<file path="config.mk">
export PLATFORM = sky130hd
export DESIGN_NAME = mac_sat_sequencer_flat
export DESIGN_NICKNAME = d
export VERILOG_FILES = /design/src/rtl/mac_sat_sequencer_if.sv /design/src/rtl/mac_sat_sequencer.sv /design/src/flat_wrapper.sv
export SDC_FILE = /design/constraint.sdc
export NUM_CORES = 1
export LEC_CHECK = 0
export CORE_AREA = 2 2 233 235
export DETAILED_ROUTE_END_ITERATION = 7
export DIE_AREA = 0 0 235 237
export PLACE_DENSITY_LB_ADDON = 0.12
export SYNTH_ARGS = -nofsm -noshare
export SYNTH_HDL_FRONTEND = slang
export SYNTH_SLANG_ARGS = --single-unit
export TNS_END_PERCENT = 100
</file>
<file path="constraint.sdc">
create_clock -name clk_i -period 3.2 [get_ports clk_i]
set_clock_uncertainty 0.05 [all_clocks]
set_input_delay 0.64 -clock clk_i [delete_from_list [all_inputs] [get_ports clk_i]]
set_output_delay 0.64 -clock clk_i [all_outputs]
set_load 0.1 [all_outputs]
</file>
<file path="src/rtl/mac_sat_sequencer_if.sv">
// Tap-input and result-output streams of the saturating MAC sequencer.
interface mac_sat_sequencer_if #(
    parameter int WORD_SIZE = 16
) ();
    logic                 in_valid_i;
    logic                 in_ready_o;
    logic [WORD_SIZE-1:0] data_i;
    logic [WORD_SIZE-1:0] weight_i;
    logic                 out_valid_o;
    logic                 out_ready_i;
    logic [WORD_SIZE-1:0] out_data_o;

    modport master (
        output in_valid_i, data_i, weight_i, out_ready_i,
        input  in_ready_o, out_valid_o, out_data_o
    );

    modport slave (
        input  in_valid_i, data_i, weight_i, out_ready_i,
        output in_ready_o, out_valid_o, out_data_o
    );
endinterface

</file>
<file path="src/rtl/mac_sat_sequencer.sv">
// Saturating fixed-point dot-product sequencer: NUM_TAPS beats in, one result out,
// with per-beat saturation pulses and first-event-wins sticky flags.
module mac_sat_sequencer #(
    parameter int WORD_SIZE = 16,
    parameter int INT_BITS  = 8,
    parameter int NUM_TAPS  = 9
) (
    input  logic                 clk_i,
    input  logic                 reset_n_i,
    input  logic                 abort_i,
    input  logic                 clear_flags_i,
    mac_sat_sequencer_if.slave   bus,
    output logic                 overflow_o,
    output logic                 underflow_o,
    output logic                 overflow_flag_o,
    output logic                 underflow_flag_o
);
    localparam int FRAC_BITS = WORD_SIZE - INT_BITS;
    localparam int CNT_W     = $clog2(NUM_TAPS + 1);
    localparam logic [WORD_SIZE-1:0] SAT_MAX = {1'b0, {(WORD_SIZE-1){1'b1}}};
    localparam logic [WORD_SIZE-1:0] SAT_MIN = {1'b1, {(WORD_SIZE-1){1'b0}}};
    localparam logic [CNT_W-1:0]     LAST_CNT = CNT_W'(NUM_TAPS - 1);

    typedef enum logic [1:0] {S_IDLE, S_ACCUM, S_DONE} state_t;

    state_t               state_q;
    logic [WORD_SIZE-1:0] acc_q;
    logic [CNT_W-1:0]     count_q;
    logic                 in_ready_q;
    logic                 out_valid_q;
    logic [WORD_SIZE-1:0] out_data_q;
    logic                 ovf_pulse_q, unf_pulse_q;
    logic                 ovf_flag_q, unf_flag_q;

    logic signed [2*WORD_SIZE-1:0] prod_full, prod_shift;
    logic [WORD_SIZE:0]            hi_bits;
    logic                          prod_pos, prod_neg;
    logic [WORD_SIZE-1:0]          prod_sat;
    logic [WORD_SIZE:0]            sum;
    logic                          add_pos, add_neg;
    logic [WORD_SIZE-1:0]          add_sat;
    logic [WORD_SIZE-1:0]          acc_d;
    logic                          ev_pos, ev_neg;
    logic                          accept;

    always_comb begin
        prod_full  = $signed({{WORD_SIZE{bus.data_i[WORD_SIZE-1]}}, bus.data_i})
                   * $signed({{WORD_SIZE{bus.weight_i[WORD_SIZE-1]}}, bus.weight_i});
        prod_shift = prod_full >>> FRAC_BITS;
        hi_bits    = prod_shift[2*WORD_SIZE-1:WORD_SIZE-1];
        prod_pos   = !((&hi_bits) || !(|hi_bits)) && !prod_shift[2*WORD_SIZE-1];
        prod_neg   = !((&hi_bits) || !(|hi_bits)) &&  prod_shift[2*WORD_SIZE-1];
        prod_sat   = prod_pos ? SAT_MAX : (prod_neg ? SAT_MIN : prod_shift[WORD_SIZE-1:0]);

        sum     = {acc_q[WORD_SIZE-1], acc_q} + {prod_sat[WORD_SIZE-1], prod_sat};
        add_pos = (sum[WORD_SIZE:WORD_SIZE-1] == 2'b01);
        add_neg = (sum[WORD_SIZE:WORD_SIZE-1] == 2'b10);
        add_sat = add_pos ? SAT_MAX : (add_neg ? SAT_MIN : sum[WORD_SIZE-1:0]);

        // First beat loads the product; later beats report add saturation in preference to product saturation.
        if (state_q == S_IDLE) begin
            acc_d  = prod_sat;
            ev_pos = prod_pos;
            ev_neg = prod_neg;
        end else begin
            acc_d  = add_sat;
            ev_pos = add_pos || (!add_neg && prod_pos);
            ev_neg = add_neg || (!add_pos && prod_neg);
        end

        accept = bus.in_valid_i && in_ready_q && !abort_i;
    end

    always_ff @(posedge clk_i or negedge reset_n_i) begin
        if (!reset_n_i) begin
            state_q     <= S_IDLE;
            acc_q       <= '0;
            count_q     <= '0;
            in_ready_q  <= 1'b1;
            out_valid_q <= 1'b0;
            out_data_q  <= '0;
            ovf_pulse_q <= 1'b0;
            unf_pulse_q <= 1'b0;
            ovf_flag_q  <= 1'b0;
            unf_flag_q  <= 1'b0;
        end else begin
            ovf_pulse_q <= accept && ev_pos;
            unf_pulse_q <= accept && ev_neg;

            if (clear_flags_i) begin
                ovf_flag_q <= 1'b0;
                unf_flag_q <= 1'b0;
            end else begin
                if (accept && ev_pos && !unf_flag_q) ovf_flag_q <= 1'b1;
                if (accept && ev_neg && !ovf_flag_q) unf_flag_q <= 1'b1;
            end

            if (abort_i) begin
                state_q     <= S_IDLE;
                acc_q       <= '0;
                count_q     <= '0;
                in_ready_q  <= 1'b1;
                out_valid_q <= 1'b0;
                out_data_q  <= '0;
            end else begin
                case (state_q)
                    S_IDLE, S_ACCUM: begin
                        if (accept) begin
                            acc_q   <= acc_d;
                            count_q <= count_q + CNT_W'(1);
                            if (count_q == LAST_CNT) begin
                                state_q     <= S_DONE;
                                in_ready_q  <= 1'b0;
                                out_valid_q <= 1'b1;
                                out_data_q  <= acc_d;
                            end else begin
                                state_q <= S_ACCUM;
                            end
                        end
                    end
                    S_DONE: begin
                        if (bus.out_ready_i) begin
                            state_q     <= S_IDLE;
                            acc_q       <= '0;
                            count_q     <= '0;
                            in_ready_q  <= 1'b1;
                            out_valid_q <= 1'b0;
                            out_data_q  <= '0;
                        end
                    end
                    default: state_q <= S_IDLE;
                endcase
            end
        end
    end

    assign bus.in_ready_o   = in_ready_q;
    assign bus.out_valid_o  = out_valid_q;
    assign bus.out_data_o   = out_data_q;
    assign overflow_o       = ovf_pulse_q;
    assign underflow_o      = unf_pulse_q;
    assign overflow_flag_o  = ovf_flag_q;
    assign underflow_flag_o = unf_flag_q;
endmodule

</file>
<file path="src/flat_wrapper.sv">
// flat-port wrapper written by rule: the top's interface ports become plain ports
module mac_sat_sequencer_flat 
#(
    parameter int WORD_SIZE = 16,
    parameter int INT_BITS  = 8,
    parameter int NUM_TAPS  = 9
)
  (clk_i, reset_n_i, abort_i, clear_flags_i, overflow_o, underflow_o, overflow_flag_o, underflow_flag_o, bus_in_valid_i, bus_data_i, bus_weight_i, bus_out_ready_i, bus_in_ready_o, bus_out_valid_o, bus_out_data_o);
  mac_sat_sequencer_if #(.WORD_SIZE(WORD_SIZE)) bus_i ();
  input  logic clk_i;
  input  logic reset_n_i;
  input  logic abort_i;
  input  logic clear_flags_i;
  output logic overflow_o;
  output logic underflow_o;
  output logic overflow_flag_o;
  output logic underflow_flag_o;
  input wire logic [$bits(bus_i.in_valid_i)-1:0] bus_in_valid_i;
  input wire logic [$bits(bus_i.data_i)-1:0] bus_data_i;
  input wire logic [$bits(bus_i.weight_i)-1:0] bus_weight_i;
  input wire logic [$bits(bus_i.out_ready_i)-1:0] bus_out_ready_i;
  output wire logic [$bits(bus_i.in_ready_o)-1:0] bus_in_ready_o;
  output wire logic [$bits(bus_i.out_valid_o)-1:0] bus_out_valid_o;
  output wire logic [$bits(bus_i.out_data_o)-1:0] bus_out_data_o;
  assign bus_i.in_valid_i = bus_in_valid_i;
  assign bus_i.data_i = bus_data_i;
  assign bus_i.weight_i = bus_weight_i;
  assign bus_i.out_ready_i = bus_out_ready_i;
  assign bus_in_ready_o = bus_i.in_ready_o;
  assign bus_out_valid_o = bus_i.out_valid_o;
  assign bus_out_data_o = bus_i.out_data_o;
  mac_sat_sequencer #(.WORD_SIZE(WORD_SIZE), .INT_BITS(INT_BITS), .NUM_TAPS(NUM_TAPS)) u_core (.clk_i(clk_i), .reset_n_i(reset_n_i), .abort_i(abort_i), .clear_flags_i(clear_flags_i), .bus(bus_i), .overflow_o(overflow_o), .underflow_o(underflow_o), .overflow_flag_o(overflow_flag_o), .underflow_flag_o(underflow_flag_o));
endmodule
</file>
==> results of run 1 <==
## worst register-to-register path, stage by stage (launching register included)
cell,delay (ps)
dfrtp_1,430
ha_4,290
a211oi_2,80
o211a_1,280
o31a_1,370
a21o_1,200
buf_6,120
buf_4,120
buf_4,120
xnor2_1,270
o21ai_1,130
o21ai_1,140
a21oi_2,100
a211oi_1,250
## state kept, by name, indices dropped and copies added (netlist names)
register / cells
u_core.overflow_o: 1
u_core.acc_q: 16
u_core.bus.in_ready_o: 1
u_core.underflow_flag_o: 1
u_core.bus.out_data_o: 16
u_core.overflow_flag_o: 1
u_core.underflow_o: 1
u_core.bus.out_valid_o: 1
u_core.count_q: 4
u_core.state_q: 2
## final timing paths
check	start	endpoint
max	bus_data_i[7]	u_core.bus.out_data_o[9]
min	u_core.bus.in_ready_o	u_core.bus.in_ready_o
max reg2reg	u_core.acc_q[1]	u_core.acc_q[13]
min reg2reg	u_core.bus.in_ready_o	u_core.bus.in_ready_o
max in group asynchronous	reset_n_i	u_core.acc_q[9]
min in group asynchronous	reset_n_i	u_core.bus.out_data_o[14]
## cells by family after synthesis
kind of cell	synth area share, %
buffers and inverters	10.5
multiplexers	0.199
XOR/XNOR	2.72
AO/OA/AOI/OAI	12.8
AND/OR/NAND/NOR	16.5
adder cells (fa/ha/maj)	48.9
flip-flops	8.35
## synth_stat cells (10+ instances only)
cell type and count:
a211oi_1 10, a21o_1 25, a21oi_1 50, and2_1 125
clkbuf_1 48, dfrtp_1 43, fa_1 262, ha_1 97
inv_1 310, nand2_1 172, nand2b_1 10, nand3_1 10
nand4_1 11, nor2_1 55, nor3_1 10, o21ai_0 53
xnor2_1 29, xor2_1 12
## through the flow
step	hold WS [ps]	cells	setup TNS, ps	worst slack, ps	util, %
after floorplan	294	1493	-211630	-6040	-
after global placement	420	2479	-254860	-7440	32.2
after detailed placement	423	2479	-253860	-7370	32.2
after CTS	433	2571	-218900	-6160	35.3
after global routing	454	2597	-230030	-6480	36.4
final	433	2598	-219540	-6230	36.4
## cell type report
class	count	area, µm²	area share, %
antenna	1	2.50	0.0129
clock buffer	5	125	0.645
clock inverter	2	60.1	0.310
inverter	310	1170	6.03
multi-input combinational	1085	11900	61.5
sequential	44	1100	5.69
tap	696	871	4.49
timing repair buffer	455	4120	21.3
## repair_timing
item	4_1_cts	5_1_grt
resized for setup	271	164
cloned	15	1
hold buffers	0	0
setup endpoints to repair	36	36
pin swaps	136	104
setup buffers	70	30
## per-layer routing
metal,part of all wire (%),track usage [%],routed length (µm)
met5,0,0,0
met3,2.6,0.863,1120
met1,48,23.1,20700
met2,48,27.5,20600
met4,1.8,2.74,777
==> metrics.md, run 1 <==
| Metric | Value |
|---|---|
| Number of CTS-inserted buffers | `5` |
| Placer Congestion | `0.798` |
| Most frequent cells in the layout | `buf_4 (341), inv_1 (276), fa_1 (242)` |
| Net count reported at finish | `2298` |
| Clk buf depth | `2` |
| Initial Utilization | `24.8%` |
| Initial antenna violation count | `0` |
| Via density | `4.41` |
| Crit-path slowest cell | `fa_2` |
| Worst setup EP type | `flip-flop` |
| Tot GR Track Use | `16.2%` |
| Worst hold path depth | `2` |
| Async SR Flop Fraction | `100%` |
| Rel. slew slack | `29.6%` |
| Final ANT Viol Nets | `0` |
| Post-route DRC | `0` |
| Status | `finished, violations left` |
| Total gr overflow | `0` |
| Cell taking the most area after synthesis | `fa_1` |
| Final WS setup | `-6230 ps` |
| Detailed Route WL | `43200 µm` |
| Yosys reg bits | `44` |
| Critical path's largest stage delay | `570 ps` |
| CP Max Fanout | `8` |
| Synthesized instance count | `1493` |
| Syn Area/Cell | `8.84 µm²` |
| Final Max Slew Viols | `0` |
| Ratio of cells with drive above 1 in the final layout | `36.9%` |
| Clk_lat worst skew | `290 ps` |
| Setup Crit Path Kind | `input port to flip-flop` |
| Sequential area share after synthesis | `8.35%` |
| Worst hold path type | `flip-flop to flip-flop` |
| Synth cell types | `71` |
| # rows | `85` |
| Routed WL per cell | `16.6 µm` |
| Failing checks | `negative setup slack` |
| Crit path DAT | `9550 ps` |
| Buf/Inv on CP | `8` |
| Vias in the first global route | `12800` |
| Die width | `235 µm` |
| Core area | `0.0533 mm²` |
| Top cell type's share of synthesized area | `39.7%` |
| Clock root buffer | `clkbuf_16` |
| Ports | `60` |
| First-pass GRT wire length | `71900 µm` |
| Clock-pin transition on the worst setup and hold timing paths | `60 ps` |
| RSZ-0062 raised after global routing | `yes` |
| R2R depth | `13` |
| Largest net degree at the start of global routing | `45` |
| PortBufs | `59` |
| Synth top area cells | `fa_1 (40%), ha_1 (9.2%), inv_1 (8.8%)` |
| Delay-heaviest family, CP | `adder cells` |
| Critical Path Start Type | `input port` |
| # Max-Cap Violations | `0` |
| Final setup fails | `36` |
| Fillers | `5509` |
| Synth Cell Area | `0.0132 mm²` |
| Final min period | `9430 ps` |
| Final worst-path cycle share | `295%` |
| H-tree depth | `2` |
| TritonRoute pass-1 iters | `5` |
| Layout area overhead | `46.9%` |
| Fin. Hold Viols | `0` |
| Yosys synthesis warning count | `0` |
| Dpl cell area | `0.0172 mm²` |
| Via count | `11500` |
| Most common cell after layout, fill and taps aside | `buf_4` |
| CTS tree | `done` |
| Post-synth EDFFs | `0` |
| Die height | `237 µm` |
| Tightest Pin Transition | `1060 ps` |
| Achievable Freq | `106 MHz` |
| Post-synth top flop | `dfrtp_1` |
| CP Data Required Time | `3310 ps` |
| Clock sinks | `44` |
| Syn nets | `1890` |
| Detailed-placement wirelength estimate | `34300 µm` |
| Die ar. | `0.0557 mm²` |
| Initial DRC Count | `426` |
| Post-route cell area | `0.0194 mm²` |
| Worst path depth | `35` |
| Worst reg2reg setup slack | `160 ps` |
Power of run 1 is left out: the tool's default activity adds up to more than one toggle a clock period on the data nets, which glitch-free logic cannot reach.
==> inputs of run 2 (changes only) <==
--- a/config.mk
+++ b/config.mk
@@ -9,6 +9,7 @@
 export DETAILED_ROUTE_END_ITERATION = 7
 export DIE_AREA = 0 0 235 237
 export PLACE_DENSITY_LB_ADDON = 0.12
+export RECOVER_POWER = 25
 export SYNTH_ARGS = -nofsm -noshare
 export SYNTH_HDL_FRONTEND = slang
 export SYNTH_SLANG_ARGS = --single-unit
==> run 2 against run 1 <==
- the flow finishes with violations (max-capacitance violations, max-slew violations, negative setup slack)
- sequential share of layout area hardly changed
- fmax hardly changed
- non-clock buffer count stayed put
- routed wire length hardly changed
- flip-flop and latch count stayed put
- setup slack worse by 1.5 ps
- final area hardly changed
- global-route usage stayed put
- core utilization hardly changed
- critical endpoint unchanged
==> metrics.md, run 2 (synthesis results as in run 1) <==
| Metric | Value |
|---|---|
| Hold-fix buffers, CTS | `0` |
| RSZ-0062 raised after global routing | `yes` |
| Final setup fails | `36` |
| Detailed Route WL | `43200 µm` |
| Die height | `237 µm` |
| Net count reported at finish | `2298` |
| Placer Congestion | `0.798` |
| Worst setup EP type | `flip-flop` |
| TritonRoute pass-1 iters | `5` |
| Failing checks | `max-capacitance violations, max-slew violations, negative setup slack` |
| Tightest Pin Transition | `2540 ps` |
| Crit-path slowest cell | `fa_2` |
| Most common cell after layout, fill and taps aside | `buf_4` |
| Ratio of cells with drive above 1 in the final layout | `36.9%` |
| Fin. Hold Viols | `0` |
| Clock sinks | `44` |
| H-tree depth | `2` |
| Final min period | `9440 ps` |
| Vias in the first global route | `12800` |
| Most frequent cells in the layout | `buf_4 (341), inv_1 (276), fa_1 (242)` |
| Initial DRC Count | `426` |
| Post-Place Worst Slack | `-7370 ps` |
| Layout area overhead | `46.9%` |
| First-pass GRT wire length | `71900 µm` |
| Initial antenna violation count | `0` |
| Largest net degree at the start of global routing | `45` |
| Clock-pin transition on the worst setup and hold timing paths | `60 ps` |
| Final Max Slew Viols | `45` |
| CP Max Fanout | `8` |
| Critical Path Start Type | `input port` |
| PortBufs | `59` |
| Number of CTS-inserted buffers | `5` |
| Via density | `4.41` |
| Total gr overflow | `0` |
| Via count | `11500` |
| Worst hold path type | `flip-flop to flip-flop` |
| Setup Crit Path Kind | `input port to flip-flop` |
| Rel. slew slack | `-69.2%` |
| # rows | `85` |
| Clk buf depth | `2` |
| Post-route DRC | `0` |
| Clk_lat worst skew | `290 ps` |
| Core area | `0.0533 mm²` |
| Critical path's largest stage delay | `570 ps` |
| Buf/Inv on CP | `8` |
| Detailed-placement wirelength estimate | `34300 µm` |
| Achievable Freq | `106 MHz` |
| Final ANT Viol Nets | `0` |
| Initial Utilization | `24.8%` |
| Final worst-path cycle share | `295%` |
| Clock root buffer | `clkbuf_16` |
| Ports | `60` |
| Crit path DAT | `9550 ps` |
| Tot GR Track Use | `16.2%` |
| Die width | `235 µm` |
| Routed WL per cell | `16.6 µm` |
| # Max-Cap Violations | `1` |
| Final WS setup | `-6240 ps` |
| Delay-heaviest family, CP | `adder cells` |
| CP Data Required Time | `3310 ps` |
| Status | `finished, violations left` |
| CTS tree | `done` |
| Die ar. | `0.0557 mm²` |
| Setup TNS | `-219510 ps` |
[run 2: cell count changes in the layout (fill, tap and decap cells not counted)]
cell,previous run,this run
buf_2,9,8
clkbuf_1,0,1
[run 2: area by class of cell]
| cell class | count | area [µm²] |
|---|---|---|
| antenna | 1 | 2.50 |
| inverter | 310 | 1170 |
| tap | 696 | 871 |
| clock inverter | 2 | 60.1 |
| timing repair buffer | 455 | 4120 |
| multi-input combinational | 1085 | 11900 |
| clock buffer | 5 | 125 |
| sequential | 44 | 1100 |
| fill | 5510 | 33900 |
[run 2: final timing paths]
check                                 startpoint                   endpoint  slack, ps  cells after the start
hold / removal             u_core.bus.in_ready_o      u_core.bus.in_ready_o        430                      2
max in group asynchronous              reset_n_i            u_core.acc_q[9]        570                      1
setup / recovery                   bus_data_i[7]   u_core.bus.out_data_o[9]      -6240                     35
setup reg to reg                 u_core.acc_q[1]           u_core.acc_q[13]        160                     13
min in group asynchronous              reset_n_i  u_core.bus.out_data_o[14]       1090                      1
hold reg to reg            u_core.bus.in_ready_o      u_core.bus.in_ready_o        430                      2
[run 2: metrics by stage]
| stage | hold WS, ps | area, µm² | cells | utilization (%) |
|---|---|---|---|---|
| global placement | 420 | 17200 | 2479 | 32.2 |
| CTS | 433 | 18800 | 2571 | 35.3 |
| finish | 433 | 19400 | 2598 | 36.4 |
| global route | 454 | 19400 | 2597 | 36.4 |
| detailed placement | 423 | 17200 | 2479 | 32.2 |
| floorplan | 294 | 13800 | 1493 | - |
[run 2: metal layers]
| metal | global-route usage, % | part of all wire, % | vias up |
|---|---|---|---|
| met5 | 0 | 0 | - |
| met4 | 2.74 | 1.8 | 0 |
| met3 | 0.863 | 2.6 | 44 |
| met2 | 27.5 | 48 | 163 |
| met1 | 23.1 | 48 | 5722 |
| li1 | - | - | 5530 |
[run 2: tightest hold or removal path: stages (launching register included)]
cell     delay (ps)
dfstp_2         380
inv_1            50
a21oi_1          50
[run 2: repair_timing]
item / in CTS / in global routing
pin swaps: 136 / 104
setup endpoints to repair: 36 / 36
cloned: 15 / 1
resized for setup: 271 / 164
buffers inserted: 70 / 30
Power of run 2 is left out for the same reason.
